**config.mk**
```make
export PLATFORM = sky130hd
export DESIGN_NAME = fma16_tv_writer
export DESIGN_NICKNAME = d
export VERILOG_FILES = /design/src/rtl/fma16_tv_writer.sv
export SDC_FILE = /design/constraint.sdc
export NUM_CORES = 1
export LEC_CHECK = 0
export ABC_CLOCK_PERIOD_IN_PS = 6200
export CORE_ASPECT_RATIO = 0.5
export CORE_UTILIZATION = 31
export CTS_CLUSTER_DIAMETER = 30
export CTS_CLUSTER_SIZE = 20
export DETAILED_ROUTE_END_ITERATION = 7
export SYNTH_ARGS = -nofsm -noshare
export SYNTH_HDL_FRONTEND = slang
export SYNTH_SLANG_ARGS = --single-unit
```
**constraint.sdc**
```tcl
create_clock -name clk -period 6.2 [get_ports clk]
set_clock_uncertainty 0.05 [all_clocks]
set_input_delay 0.93 -clock clk [delete_from_list [all_inputs] [get_ports clk]]
set_output_delay 0.93 -clock clk [all_outputs]
set_load 0.1 [all_outputs]
```
**src/rtl/fma16_tv_writer.sv**
```systemverilog
// Test-vector writer for an external combinational fma16.
// It captures one operand vector, evaluates it for one cycle, then queues the result record in a FWFT FIFO.
module fma16_tv_writer #(
  parameter int DEPTH = 16
) (
  input  logic        clk,
  input  logic        reset,
  input  logic        in_valid,
  output logic        in_ready,
  input  logic [15:0] in_x,
  input  logic [15:0] in_y,
  input  logic [15:0] in_z,
  input  logic [7:0]  in_ctrl,
  output logic [15:0] fma_x,
  output logic [15:0] fma_y,
  output logic [15:0] fma_z,
  output logic        fma_mul,
  output logic        fma_add,
  output logic        fma_negp,
  output logic        fma_negz,
  output logic [1:0]  fma_roundmode,
  input  logic [15:0] fma_result,
  input  logic [3:0]  fma_flags,
  output logic        out_valid,
  input  logic        out_ready,
  output logic [75:0] out_record,
  output logic [15:0] rec_count
);

  localparam int AW = (DEPTH > 1) ? $clog2(DEPTH) : 1;
  localparam logic [AW:0] FULL = (AW + 1)'(DEPTH);

  typedef enum logic {IDLE, EVAL} state_t;

  state_t        state_q, state_d;
  logic [15:0]   x_q, y_q, z_q;
  logic [7:0]    ctrl_q;
  logic [AW-1:0] wrPtr_q, rdPtr_q;
  logic [AW:0]   count_q;
  logic [15:0]   recCount_q;
  logic [75:0]   mem_q [DEPTH];

  logic accept, push, pop;

  // A slot is reserved at accept time; nothing else can fill the FIFO before the push.
  assign in_ready  = (state_q == IDLE) && (count_q < FULL);
  assign accept    = in_valid && in_ready;
  assign push      = (state_q == EVAL);
  assign out_valid = (count_q != '0);
  assign pop       = out_valid && out_ready;

  assign fma_x         = x_q;
  assign fma_y         = y_q;
  assign fma_z         = z_q;
  assign fma_roundmode = ctrl_q[5:4];
  assign fma_mul       = ctrl_q[3];
  assign fma_add       = ctrl_q[2];
  assign fma_negp      = ctrl_q[1];
  assign fma_negz      = ctrl_q[0];

  assign out_record = mem_q[rdPtr_q];
  assign rec_count  = recCount_q;

  always_comb begin
    state_d = state_q;
    case (state_q)
      IDLE: if (accept) state_d = EVAL;
      EVAL: state_d = IDLE;
      default: state_d = IDLE;
    endcase
  end

  always_ff @(posedge clk) begin
    if (!reset) begin
      state_q    <= IDLE;
      x_q        <= '0;
      y_q        <= '0;
      z_q        <= '0;
      ctrl_q     <= '0;
      wrPtr_q    <= '0;
      rdPtr_q    <= '0;
      count_q    <= '0;
      recCount_q <= '0;
    end else begin
      state_q <= state_d;
      if (accept) begin
        x_q    <= in_x;
        y_q    <= in_y;
        z_q    <= in_z;
        ctrl_q <= in_ctrl;
      end
      if (push) wrPtr_q <= wrPtr_q + AW'(1);
      if (pop)  rdPtr_q <= rdPtr_q + AW'(1);
      if (push && !pop)      count_q <= count_q + (AW + 1)'(1);
      else if (pop && !push) count_q <= count_q - (AW + 1)'(1);
      if (push && recCount_q != 16'hFFFF) recCount_q <= recCount_q + 16'd1;
    end
  end

  // Storage is not reset; the head is only meaningful while out_valid is high.
  always_ff @(posedge clk) begin
    if (reset && push) mem_q[wrPtr_q] <= {x_q, y_q, z_q, ctrl_q, fma_result, fma_flags};
  end

endmodule

```
==> results of run 1 <==
-- stage by stage --
| step | cell area [µm²] | worst slack (ns) |
|---|---|---|
| after floorplan | 49030 | 2.685 |
| after global placement | 54000 | 1.852 |
| after detailed placement | 54000 | 1.836 |
| after CTS | 60490 | 0.9949 |
| after global routing | 60490 | 0.8856 |
| final | 60500 | 1.098 |
-- power by group --
part	internal, mW	switching, mW	leakage (nW)	total [mW]
clock	6.47	4.24	3.08	10.7
combinational	1.99	3.48	4.09	5.46
sequential	9.87	0.331	11.9	10.2
-- routing by layer --
metal,part of all wire (%),global-route usage [%]
met1,43,19.56
met2,50,24.44
met3,5.9,2.621
met4,1.7,4.199
met5,0.023,0
-- state kept, by name (all words and copies together), names as in the netlist, named ones only --
signal	count
rdPtr_q	4
fma_y	16
mem_q	1216
count_q	5
push	1
fma_x	16
ctrl_q	8
wrPtr_q	4
fma_z	16
rec_count	16
-- cell families after synthesis --
kind of cell	Yosys count	share of synthesized area, %
flops	1306	78.15
mux	310	14.09
simple gates	292	2.565
compound gates	243	3.376
buf+inv	133	1.388
fa+ha+maj	11	0.2960
xor+xnor	8	0.1429
-- how the worst min path moves through the flow --
stage | end | slack, ns
final | count_q[2] | 0.47
after global routing | count_q[4] | 0.51
after CTS | count_q[2] | 0.48
after detailed placement | count_q[2] | 0.47
after global placement | count_q[2] | 0.45
after floorplan | count_q[2] | 0.43
-- Yosys cell counts (all sizes together) --
master / instances / share of area (%)
a211oi: 2 / 0.031
a21o: 1 / 0.015
a21oi: 66 / 0.67
a22oi: 152 / 2.3
a311o: 1 / 0.020
a31oi: 3 / 0.038
and2: 18 / 0.23
and3: 1 / 0.013
and4: 3 / 0.059
and4b: 2 / 0.041
buf: 72 / 0.92
clkbuf: 54 / 0.41
dfxtp: 90 / 3.7
edfxtp: 1216 / 74
fa: 1 / 0.041
ha: 10 / 0.26
inv: 7 / 0.054
mux2i: 6 / 0.12
mux4: 304 / 14
nand2: 199 / 1.5
nand2b: 1 / 0.013
nand3: 11 / 0.11
nand4: 8 / 0.10
nor2: 25 / 0.19
nor2b: 2 / 0.026
nor3: 13 / 0.13
nor4: 3 / 0.038
o211a: 1 / 0.020
o211ai: 1 / 0.015
o21a: 3 / 0.046
o21ai: 8 / 0.089
o21bai: 1 / 0.015
o311a: 1 / 0.020
o31ai: 2 / 0.031
o41ai: 1 / 0.033
or2: 1 / 0.013
or3: 2 / 0.026
or4: 3 / 0.046
xnor2: 3 / 0.054
xor2: 5 / 0.089
-- worst max-delay path, cell delays in order, from the launching register on --
cell and delay (ns):
dfxtp_4 0.78, buf_12 0.48, mux4_2 0.57, a22oi_1 0.22, nand2_1 0.16, clkdlybuf4s50_1 1.00
-- cells in the final DEF (no fill, tap or decap), drive strengths merged, types with 2 or more instances in the layout --
master	n
edfxtp	1216
mux4	304
clkdlybuf4s50	224
nand2	199
clkbuf	194
a22oi	152
dfxtp	90
a21oi	66
clkinv	64
buf	47
inv	45
clkinvlp	27
nor2	25
bufinv	21
and2	18
nor3	13
nand3	11
ha	10
nand4	8
o21ai	8
mux2i	6
xor2	5
diode	3
or4	3
xnor2	3
nor4	3
o21a	3
a31oi	3
and4	3
nor2b	2
and4b	2
o31ai	2
or3	2
a211oi	2
-- area by class of cell --
class	count	area share (%)
Multi-Input combinational cell	864	16.70
Inverter	7	0.04550
Clock buffer	194	7.638
Clock inverter	150	3.086
Antenna cell	3	0.01241
Tap cell	2080	4.302
Timing Repair Buffer	271	4.868
Sequential cell	1306	63.35
==> summary.txt, run 1 <==
Max Clk Rate - 0.1960 GHz
postcts setup bufs - 0
Max transition margin - 22.22%
Max clock buf depth - 3
detailed placement HPWL - 58940 µm
Hold Path Class - reg2reg
# fillers - 13730
reg2reg end - mem_q[0][14]
area grow syn2layout - 23.38%
DRC violations left - 0
layout cell share with drive strength beyond 1 - 25.25%
Reg2Reg Depth - 4
die area - 0.1599 mm²
initial antenna violation count - 4
Setup crit start kind - flop
initial core utilization - 31.47%
CP required - 5.22 ns
leakage - 19.03 nW
Reg2Reg Setup Slack - 3.13 ns
final core occ - 38.82%
area taken by multi-input logic gates - 0.01010 mm²
Hold Vio Cnt, Final - 0
gr usage total - 14.64%
clk_lat worst skew - 0.76 ns
crit path to - out_record[11]
post-synthesis cell type count - 46
DR vias - 24490
Synth Instances - 2303
MaxCap Viol Count - 0
placed cells - 4528
first-pass GRT wire length - 171900 µm
CP endpoint kind - output pin
worst-margin pin slew - 1.163 ns
FF+latch count, synth - 1306
DRT antenna net count - 0
Worst EP arrival - 4.12 ns
register area - 0.03832 mm²
final period utilization - 82.29%
Post-Layout Cell Count - 4875
gr ovfl total - 0
drt wl/cell - 24.23 µm
total number of yosys warnings - 0
die width - 564.4 µm
Tmin final - 5.102 ns
Min-Delay Startpoint - count_q[2]
vias in the first global route - 25510
Setup Crit Path Kind - reg2out
Final Max Slew Viols - 0
Nets - 2723
worst reg2reg path startpoint - push
CTS tree - built
register area share after synthesis - 78.15%
Core Rows - 102
post-cts resize count - 0
routability cong. - 0.7146
Synth Area per Inst - 21.29 µm²
Hold Slack - 0.4728 ns
Max rail drop VDD - 0.3129 mV
Final Routed Wirelength - 118100 µm
RSZ-0062 raised after global routing - no
DR iter-0 viols - 2561
Post-CTS Hold Fix Bufs - 0
pin count of the biggest net entering global routing - 77
Vias/cell - 5.024
Clock transition at path regs - 0.05 ns
final setup violation count - 0
Hold Path Depth - 2
H-tree depth - 4
Design Power - 26.38 mW
I/O Pins - 228
CP Max Fanout - 66
setup TNS - 0 ns
Mapped Area - 0.04903 mm²
Initial DRT Pass Iterations - 5
outcome - complete, no violations
Clock Sinks - 1306
number of buffers created by CTS - 182
Mapped Nets - 2394
power per cell area - 436.1 mW/mm²
die span in y - 283.2 µm
core area - 0.1558 mm²
port buffer count - 227
Root Buffer - clkbuf_16
Power figures use the tool's default switching activity.
==> inputs of run 2 (changes only) <==
ABC_CLOCK_PERIOD_IN_PS = 5060   (was 6200)
clock period = 5.06 ns   (was 6.2 ns; I/O delays follow)
==> run 2 against run 1 <==
Against the previous run: setup slack lost 0.55 ns; largest power group unchanged; die area is the same; via count shrank 0.22%; utilization is essentially flat; cell count grew 0.53%; design area is essentially flat; critical endpoint is now out_record[70]; sequential power grew 22%; routed wire length shrank 0.28%; sequential share of layout area is essentially flat; non-clock buffer count grew 36; combinational power grew 23%.
==> summary.txt, run 2 (synthesized netlist as in run 1, its figures left out) <==
max reg flops - 1216 (unchanged)
Post-CTS Hold Fix Bufs - 0 (unchanged)
detailed placement HPWL - 64960 µm (+10%)
gr ovfl total - 0 (unchanged)
final core occ - 38.80% (about the same)
die span in y - 283.2 µm (unchanged)
pin count of the biggest net entering global routing - 77 (unchanged)
Hold Path Class - in2reg
initial core utilization - 31.47% (unchanged)
Setup Crit Path Kind - reg2out
number of buffers created by CTS - 178 (-2.2%)
MaxCap Viol Count - 0 (unchanged)
Top cell by count, worst path - buf_4
first-pass GRT wire length - 172800 µm (+0.56%)
area grow syn2layout - 23.31% (about the same)
power per cell area - 530.6 mW/mm² (+22%)
Nets - 2755 (+1.2%)
core area - 0.1558 mm² (unchanged)
Final Max Slew Viols - 0 (unchanged)
placed cells - 4564 (+0.80%)
CP top delay family - buffers and inverters
drt wl/cell - 24.04 µm (-0.81%)
setup TNS - 0 ns (unchanged)
DR vias - 24440 (-0.22%)
CTS tree - built
Hold Vio Cnt, Final - 0 (unchanged)
post-cts resize count - 0 (unchanged)
global route hottest layer - met2
die area - 0.1599 mm² (unchanged)
vias in the first global route - 25410 (-0.38%)
leakage - 19.23 nW (+1.0%)
Max Clk Rate - 0.2218 GHz
initial antenna violation count - 2 (-2)
CP endpoint kind - output pin
routing usage on met1 - 20.53% (+0.97 points)
CP required - 4.25 ns (-0.97 ns)
Largest Register - mem_q
DRC violations left - 0 (unchanged)
Final Routed Wirelength - 117800 µm (-0.28%)
met3 Resource Use GR - 2.613% (-0.0081 points)
CP Max Fanout - 40 (-39%)
layout cell share with drive strength beyond 1 - 27.91% (+2.7 points)
die width - 564.4 µm (unchanged)
met2 global-route usage - 23.79% (-0.65 points)
Net Sw Frac - 30.84% (+0.33 points)
Setup crit start kind - flop
Clock transition at path regs - 0.06 ns (about the same)
gr usage total - 14.72% (+0.082 points)
H-tree depth - 4 (unchanged)
slowest stage delay, CP - 0.62 ns (-0.38 ns)
final setup violation count - 0 (unchanged)
commonest non-fill, non-tap cells in the layout - edfxtp_1 (1216), mux4_2 (304), nand2_1 (198), clkbuf_16 (182), clkdlybuf4s50_1 (170)
Worst EP arrival - 3.70 ns (-0.42 ns)
port buffer count - 227 (unchanged)
sequential power share - 38.8% (about the same)
worst-margin pin slew - 1.098 ns (-0.06501 ns)
Post-Layout Cell Count - 4901 (+0.53%)
commonest non-fill, non-tap cell in the layout - edfxtp_1
Initial DRT Pass Iterations - 5 (unchanged)
Max rail drop VDD - 0.5288 mV (+69%)
routability cong. - 0.7458 (+4.4%)
final period utilization - 89.09%
clk_lat worst skew - 0.78 ns (+0.02 ns)
Max transition margin - 26.56% (+4.3 points)
crit path buf inv count - 3 (+1)
# fillers - 13750 (+0.13%)
Clock Power Share - 40.2% (-0.4 points)
Vias/cell - 4.986 (-0.75%)
DR iter-0 viols - 2166 (-15%)
Clock Sinks - 1306 (unchanged)
Comb pwr share - 21.0% (+0.3 points)
crit path max-delay cell type - buf_4
Core Rows - 102 (unchanged)
Psw - 9.894 mW (+23%)
Max clock buf depth - 3 (unchanged)
I/O Pins - 228 (unchanged)
Root Buffer - clkbuf_16
DRT antenna net count - 0 (unchanged)
outcome - complete, no violations
Tmin final - 4.508 ns
RSZ-0062 raised after global routing - no
internal power - 22.18 mW (+21%)
postcts setup bufs - 0 (unchanged)
CP Cell Sequence - buf_4, buf_4, mux4_2, a22oi_1, nand2_1, buf_4
run 2: cell types whose count changed in the layout (fill, tap and decap cells not counted), sizes merged:
cell,change
clkinv,-3
clkdlybuf4s50,-54
inv,+8
buf,+90
bufinv,-4
clkbuf,-2
diode,+2
clkinvlp,-11
run 2: worst paths after layout:
| kind | slack, ns | to | cells after the start | startpoint |
|---|---|---|---|---|
| worst min register to register | 0.47 | count_q[2] | 2 | count_q[2] |
| worst min-delay path | 0.46 | fma_x[3] | 3 | in_x[3] |
| worst max-delay path | 0.55 | out_record[70] | 6 | flop |
| worst max register to register | 2.16 | mem_q[1][28] | 4 | push |
run 2: power by group through the flow:
stage,registers [mW],clock network (mW),logic [mW]
floorplan,12.9,0,5.07
global placement,12.6,0,6.84
detailed placement,12.7,0,6.85
CTS,12.5,13.1,6.86
global route,12.5,13.6,7.08
finish,12.4,12.9,6.73
run 2: area by class of cell:
class / instances / area, µm² / share of cell area, %
inverter: 7 / 27.53 / 0.04553
multi-input combinational: 864 / 10100 / 16.71
timing repair buffer: 307 / 3043 / 5.033
clock buffer: 192 / 4612 / 7.628
tap: 2080 / 2603 / 4.304
clock inverter: 140 / 1735 / 2.870
antenna: 5 / 12.51 / 0.02069
sequential: 1306 / 38320 / 63.39
run 2: worst register-to-register path, delay by kind of cell (launching register included):
kind,cells,cell delay [ns]
flip-flops,1,0.74
buffers and inverters,1,0.42
AND/OR/NAND/NOR,3,1.33
run 2: per-layer routing:
layer / part of all wire (%) / up-vias / routed length (µm)
met4: 1.5 / 4 / 1754
met3: 5.8 / 140 / 6867
met1: 44 / 13090 / 51940
li1: - / 10410 / -
met5: 0.015 / - / 18
met2: 49 / 792 / 57230
run 2: through the flow:
stage / area [µm²] / setup WS, ns / power, mW / hold slack, ns
3_5_place_dp: 54100 / 1.295 / 19.53 / 0.4665
4_1_cts: 60450 / 0.4609 / 32.44 / 0.3904
5_1_grt: 60450 / 0.3857 / 33.20 / 0.4342
2_1_floorplan: 49030 / 1.716 / 17.94 / 0.4298
3_3_place_gp: 54100 / 1.333 / 19.48 / 0.4605
6_report: 60460 / 0.5519 / 32.08 / 0.4576
